--- config.mk ---
export PLATFORM = sky130hd
export DESIGN_NAME = hlsm_sched_dp
export DESIGN_NICKNAME = d
export VERILOG_FILES = /design/src/rtl/hlsm_pkg.sv /design/src/rtl/hlsm_pipe_mul.sv /design/src/rtl/hlsm_sched_dp.sv
export SDC_FILE = /design/constraint.sdc
export NUM_CORES = 1
export LEC_CHECK = 0
export ABC_AREA = 1
export CAP_MARGIN = 20
export CORE_UTILIZATION = 55
export CTS_CLUSTER_DIAMETER = 30
export CTS_CLUSTER_SIZE = 40
export DETAILED_ROUTE_END_ITERATION = 8
export GPL_ROUTABILITY_DRIVEN = 0
export PLACE_DENSITY_LB_ADDON = 0.2
export SLEW_MARGIN = 20
export SYNTH_ARGS = -nofsm -noshare
export SYNTH_HDL_FRONTEND = slang
export SYNTH_HIERARCHICAL = 1
export SYNTH_SLANG_ARGS = --single-unit
--- constraint.sdc ---
create_clock -name Clk -period 8.9 [get_ports Clk]
set_input_delay 1.78 -clock Clk [delete_from_list [all_inputs] [get_ports Clk]]
set_output_delay 1.78 -clock Clk [all_outputs]
set_load 0.02 [all_outputs]
--- src/rtl/hlsm_pkg.sv ---
// hlsm_pkg: shared definitions for the HLSM scheduled-datapath kernel.
//   - hlsm_state_t : 3-bit controller state encoding
//   - hlsm_resize  : truncation / saturation of the 2W-bit result
//   - parameter-legality limits used by hlsm_sched_dp
package hlsm_pkg;

  localparam int unsigned W_MIN       = 2;
  localparam int unsigned W_MAX       = 32;
  localparam int unsigned MUL_LAT_MIN = 1;
  localparam int unsigned MUL_LAT_MAX = 4;
  // Working width of the resize helper; covers 2*W_MAX.
  localparam int unsigned RS_W        = 64;

  typedef enum logic [2:0] {
    WAIT  = 3'd0,
    FINAL = 3'd1,
    S0    = 3'd2,
    S1    = 3'd3,
    S2    = 3'd4,
    S3    = 3'd5,
    MULW  = 3'd6
  } hlsm_state_t;

  // Returns r unchanged (caller truncates to out_w bits) or, when sat is set,
  // r clamped to the signed out_w-bit range.
  function automatic logic signed [RS_W-1:0] hlsm_resize(
    input logic signed [RS_W-1:0] r,
    input int unsigned            out_w,
    input bit                     sat
  );
    logic signed [RS_W-1:0] one;
    logic signed [RS_W-1:0] hi;
    logic signed [RS_W-1:0] lo;
    one = 1;
    hi  = '0;
    lo  = '0;
    if (!sat || out_w >= RS_W) return r;
    hi = (one <<< (out_w - 1)) - one;
    lo = -hi - one;
    if (r > hi) return hi;
    if (r < lo) return lo;
    return r;
  endfunction

endpackage

--- src/rtl/hlsm_pipe_mul.sv ---
// hlsm_pipe_mul: LAT-stage signed W x W -> 2W multiplier.
// Ports:
//   Clk, Rst  : clock, synchronous active-high reset of all stage registers
//   i_launch  : capture i_a*i_b into the first stage
//   i_a, i_b  : signed operands
//   o_p       : exact signed product, valid LAT cycles after launch and held
//               until the next launch has propagated
module hlsm_pipe_mul
  import hlsm_pkg::*;
#(
  parameter int W   = 16,
  parameter int LAT = 1
) (
  input  logic                  Clk,
  input  logic                  Rst,
  input  logic                  i_launch,
  input  logic signed [W-1:0]   i_a,
  input  logic signed [W-1:0]   i_b,
  output logic signed [2*W-1:0] o_p
);

  localparam int W2 = 2 * W;

  logic signed [W2-1:0] w_a_ext;
  logic signed [W2-1:0] w_b_ext;
  logic signed [W2-1:0] w_prod;
  logic signed [W2-1:0] r_stage [LAT];

  // Full-width product of sign-extended operands is exact in 2W bits.
  assign w_a_ext = W2'(i_a);
  assign w_b_ext = W2'(i_b);
  assign w_prod  = w_a_ext * w_b_ext;

  always_ff @(posedge Clk) begin
    if (Rst) begin
      for (int unsigned k = 0; k < LAT; k++) r_stage[k] <= '0;
    end else begin
      if (i_launch) r_stage[0] <= w_prod;
      // Later stages shift every cycle; stage 0 holds, so the result persists.
      for (int unsigned k = 1; k < LAT; k++) r_stage[k] <= r_stage[k-1];
    end
  end

  assign o_p = r_stage[LAT-1];

endmodule

--- src/rtl/hlsm_sched_dp.sv ---
// hlsm_sched_dp: scheduled-datapath kernel with Start/Done handshake.
//   d = a+b, e = a+c, f = a*c, g = (d > e), z = resize(g ? d : f)
// Ports:
//   Clk, Rst   : clock, synchronous active-high reset
//   Start      : request, sampled only in WAIT
//   a, b, c    : signed W-bit operands, latched at Start
//   Busy       : high whenever the controller is not in WAIT
//   Done       : registered one-cycle result-valid pulse
//   z          : signed OUT_W-bit result, held between operations
// Build option: define HLSM_SATURATE_OUT_EN to clamp z instead of truncating.
module hlsm_sched_dp
  import hlsm_pkg::*;
#(
  parameter int W       = 16,
  parameter int OUT_W   = 8,
  parameter int MUL_LAT = 1
) (
  input  logic                    Clk,
  input  logic                    Rst,
  input  logic                    Start,
  input  logic signed [W-1:0]     a,
  input  logic signed [W-1:0]     b,
  input  logic signed [W-1:0]     c,
  output logic                    Busy,
  output logic                    Done,
  output logic signed [OUT_W-1:0] z
);

  localparam int W1 = W + 1;
  localparam int W2 = 2 * W;
`ifdef HLSM_SATURATE_OUT_EN
  localparam bit P_SAT = 1'b1;
`else
  localparam bit P_SAT = 1'b0;
`endif

  generate
    if (W < W_MIN || W > W_MAX || OUT_W < 2 || OUT_W > W2 ||
        MUL_LAT < MUL_LAT_MIN || MUL_LAT > MUL_LAT_MAX) begin : g_bad_param
      $error("hlsm_sched_dp: illegal parameter combination");
    end
  endgenerate

  hlsm_state_t          r_state;
  hlsm_state_t          w_next;
  logic signed [W-1:0]  r_a;
  logic signed [W-1:0]  r_b;
  logic signed [W-1:0]  r_c;
  logic signed [W1-1:0] r_d;
  logic signed [W1-1:0] r_e;
  logic signed [W2-1:0] r_f;
  logic                 r_g;
  logic [1:0]           r_cnt;
  logic                 r_done;
  logic signed [OUT_W-1:0] r_z;
  logic signed [W2-1:0] w_prod;
  logic signed [W2-1:0] w_r;
  logic                 w_launch;

  assign w_launch = (r_state == S0);

  hlsm_pipe_mul #(
    .W   (W),
    .LAT (MUL_LAT)
  ) u_mul (
    .Clk      (Clk),
    .Rst      (Rst),
    .i_launch (w_launch),
    .i_a      (r_a),
    .i_b      (r_c),
    .o_p      (w_prod)
  );

  always_ff @(posedge Clk) begin
    if (Rst) r_state <= WAIT;
    else     r_state <= w_next;
  end

  always_comb begin
    w_next = r_state;
    case (r_state)
      WAIT:    if (Start) w_next = S0;
      S0:      w_next = S1;
      S1:      w_next = (MUL_LAT == 1) ? S2 : MULW;
      MULW:    if (r_cnt == '0) w_next = S2;
      S2:      w_next = S3;
      S3:      w_next = FINAL;
      FINAL:   w_next = WAIT;
      default: w_next = WAIT;
    endcase
  end

  assign w_r = r_g ? W2'(r_d) : r_f;

  always_ff @(posedge Clk) begin
    if (Rst) begin
      r_a    <= '0;
      r_b    <= '0;
      r_c    <= '0;
      r_d    <= '0;
      r_e    <= '0;
      r_f    <= '0;
      r_g    <= 1'b0;
      r_cnt  <= '0;
      r_done <= 1'b0;
      r_z    <= '0;
    end else begin
      r_done <= (r_state == S3);
      case (r_state)
        WAIT: begin
          if (Start) begin
            r_a <= a;
            r_b <= b;
            r_c <= c;
          end
        end
        S0: r_d <= W1'(r_a) + W1'(r_b);
        S1: begin
          r_e <= W1'(r_a) + W1'(r_c);
          // MULW is then held for MUL_LAT-1 cycles (count MUL_LAT-2 down to 0).
          if (MUL_LAT > 1) r_cnt <= 2'(MUL_LAT - 2);
        end
        MULW: if (r_cnt != '0) r_cnt <= r_cnt - 2'd1;
        S2: begin
          r_f <= w_prod;
          r_g <= (r_d > r_e);
        end
        S3: r_z <= OUT_W'(hlsm_resize(RS_W'(w_r), OUT_W, P_SAT));
        default: ;
      endcase
    end
  end

  assign Busy = (r_state != WAIT);
  assign Done = r_done;
  assign z    = r_z;

endmodule

==> flow_summary.yaml <==
synth:
  post_syn_area_per_cell_um2: 7.22
  synth_cells: 1058
  synthesis.area_um2: 7640
  synth_nets: 1206
  synth.yosys.warnings: 6
finish:
  fill_cells: 1189
  multi_input_area_um2: 4160
  post_route_cells_drive_above_1_share_pct: 5.77
  antenna_cells: 0
  regArea_um2: 2340
  layout.nets: 1227
  stdcell_area_um2: 8780
  post-route-util_pct: 65.5
  area_growth_syn_to_layout_pct: 15.0
placed_design:
  buffer_ports.inserted: 60
  dp.final_hpwl_um: 12300
  dpl_worst_slack_ps: 4860
  postPlaceCellArea_um2: 8160
status:
  status: "complete, no violations"
global_route:
  grt_util_all_layers_pct: 24.9
  first_pass_grt_wire_length_um: 28000
  grt_max_degree: 97
  gr-total-overflow: 0
  grt_pass1_vias: 5928
  antenna_found_initial: 0
sta:
  fmax_achieved_mhz: 247
  setup_viol: 0
  hold_violations: 0
  rsz0062_at_grt: "no"
  worst_slack_ps: 4840
  final_min_period_over_clock_period_pct: 45.6
  maxSlewViolCount: 0
  max-slew-margin-rel_pct: 39.2
  finalWorstPathRequiredPeriod_ps: 4060
  worst_clock_skew_ps: 8.33
  timing.setup.tns_ps: 0
  tightest_slew_ps: 912
setup_path:
  worst-endpoint-arrival_ps: 4230
  slowest_stage_cell_crit_path: "dfxtp_1"
  worst_path_bufs_invs: 3
  crit_family: "adder cells"
  cp_cell_sequence: "nand2_1, fa_1, fa_1, inv_1, ha_1, fa_1, ha_1, inv_1, fa_1, inv_1, ha_1, o21ai_0, a21oi_1"
  cp-end-kind: "flop"
  critPathLaunchType: "flop"
  critical_path.most_common_cell: "fa_1"
  maximum_fanout_count_along_the_critical_path: 12
  required_time_reported_for_the_critical_path_endpoint_ps: 9070
  path_class: "flop to flop"
  critical-path-max-stage-delay_ps: 620
floorplan:
  chipHeight_um: 120
  io_pins: 61
  fp.dieW_um: 120
  fp-row-count: 42
  floorplan.die_area_um2: 14400
  initial_core_utilization_pct: 57.0
  core_area_um2: 13400
pwr:
  power.switching_fraction_pct: 30.1
  p_leak_nw: 4.40
  vdd.ir_drop.worst_v: 0.000135
  pwr-share-seq_pct: 36.1
  p_int_mw: 1.15
  share_comb_of_total_power_pct: 20.7
  cellPowerDensity_nw_per_um2: 188
  power_mw: 1.65
  p_switching_mw: 0.496
  pwr-share-clk_pct: 43.2
detailed_routing:
  dr_total_vias: 6427
  postRouteWirelength_um: 16700
  drc_errors: 0
  drtPass1Iterations: 5
  detail-route-antenna-nets: 0
  drt-initial-drc-count: 406
  post_drt_via_cell_ratio: 5.07
  detail_route.wl_per_cell_um: 13.2
min_path:
  worst_hold_path_type: "flop to flop"
clock_tree:
  cts_inserted_buffers: 17
  cts_tree: "yes"
  cts_setup_buffers: 0
  cts.hold.buffers_added: 0
  clockRootBuffer: "clkbuf_16"
  clock_path_buffers: 2
  htreeDepth: 4
  clock_latency_ps: 420
  cts.sink_count: 113
  cts.reportedPaths.clkPinSlew_ps: 50
  cts_resized: 0
flow_run:
  reported_max_cap_violation_count: 0
state kept, by name, indices dropped and copies added, names as in the netlist:
register	count
u_mul/r_stage	8
z	8
r_b	16
r_d	17
r_f	8
r_cnt	2
r_e	17
Done	1
r_c	16
r_state	3
r_a	16
r_g	1
worst paths after layout:
| kind | slack (ps) | endpoint | cells after the start | startpoint |
|---|---|---|---|---|
| worst max-delay path | 4840 | u_mul/r_stage[0][7] | 13 | r_a[1] |
| worst min-delay path | 450 | r_c[8] | 2 | r_c[8] |
| worst max register to register | 4840 | u_mul/r_stage[0][7] | 13 | r_a[1] |
| worst min register to register | 450 | r_c[8] | 2 | r_c[8] |
power groups by stage:
stage | clock network, mW | registers [mW] | logic (mW)
after detailed placement | 0 | 0.605 | 0.333
after floorplan | 0 | 0.585 | 0.266
after global routing | 0.744 | 0.600 | 0.387
after global placement | 0 | 0.603 | 0.328
final | 0.712 | 0.595 | 0.340
after CTS | 0.722 | 0.595 | 0.338
layout make-up:
class	instances	share of cell area, %
inverter	220	9.43
tap	176	2.51
clock buffer	20	5.33
timing repair buffer	62	7.01
sequential	113	26.7
multi-input combinational	665	47.3
clock inverter	12	1.72
metal layers:
| metal | GRT usage [%] | routed length (um) | vias up |
|---|---|---|---|
| met5 | 0 | 0 | - |
| met4 | 9.22 | 289 | 0 |
| met3 | 5.23 | 771 | 24 |
| met2 | 38.3 | 7270 | 163 |
| met1 | 34.1 | 8390 | 2856 |
| li1 | - | - | 3384 |
cells in the final DEF, fill, tap and decap left out, types with 3 or more instances in the layout:
cell             count
xor2_1              10
ha_1                80
dfxtp_1            105
nand3_4              3
clkinv_2             3
nand3_1             46
o21ai_1              5
nor2_1              83
nand3b_1             3
nand2_2              4
inv_1              217
a21oi_1            105
clkdlybuf4s50_1     60
nand2_1            154
xnor2_1              4
a21oi_2              8
a211oi_1            16
inv_4                3
bufinv_16            3
edfxtp_1             8
fa_1                17
o21ai_0             90
nand3_2              3
clkbuf_16           18
o21bai_1             4
a21o_1               6
metrics by stage:
| stage | instances | hold slack, ps |
|---|---|---|
| floorplan | 1058 | 427 |
| global placement | 1236 | 438 |
| detailed placement | 1236 | 442 |
| CTS | 1268 | 450 |
| global route | 1268 | 467 |
| finish | 1268 | 449 |
tightest hold or removal path, cell delays in order (launching register included):
cell and delay (ps):
dfxtp_1 310, inv_1 50, a21oi_1 50
Note: power is estimated with default switching activity, not from simulation.
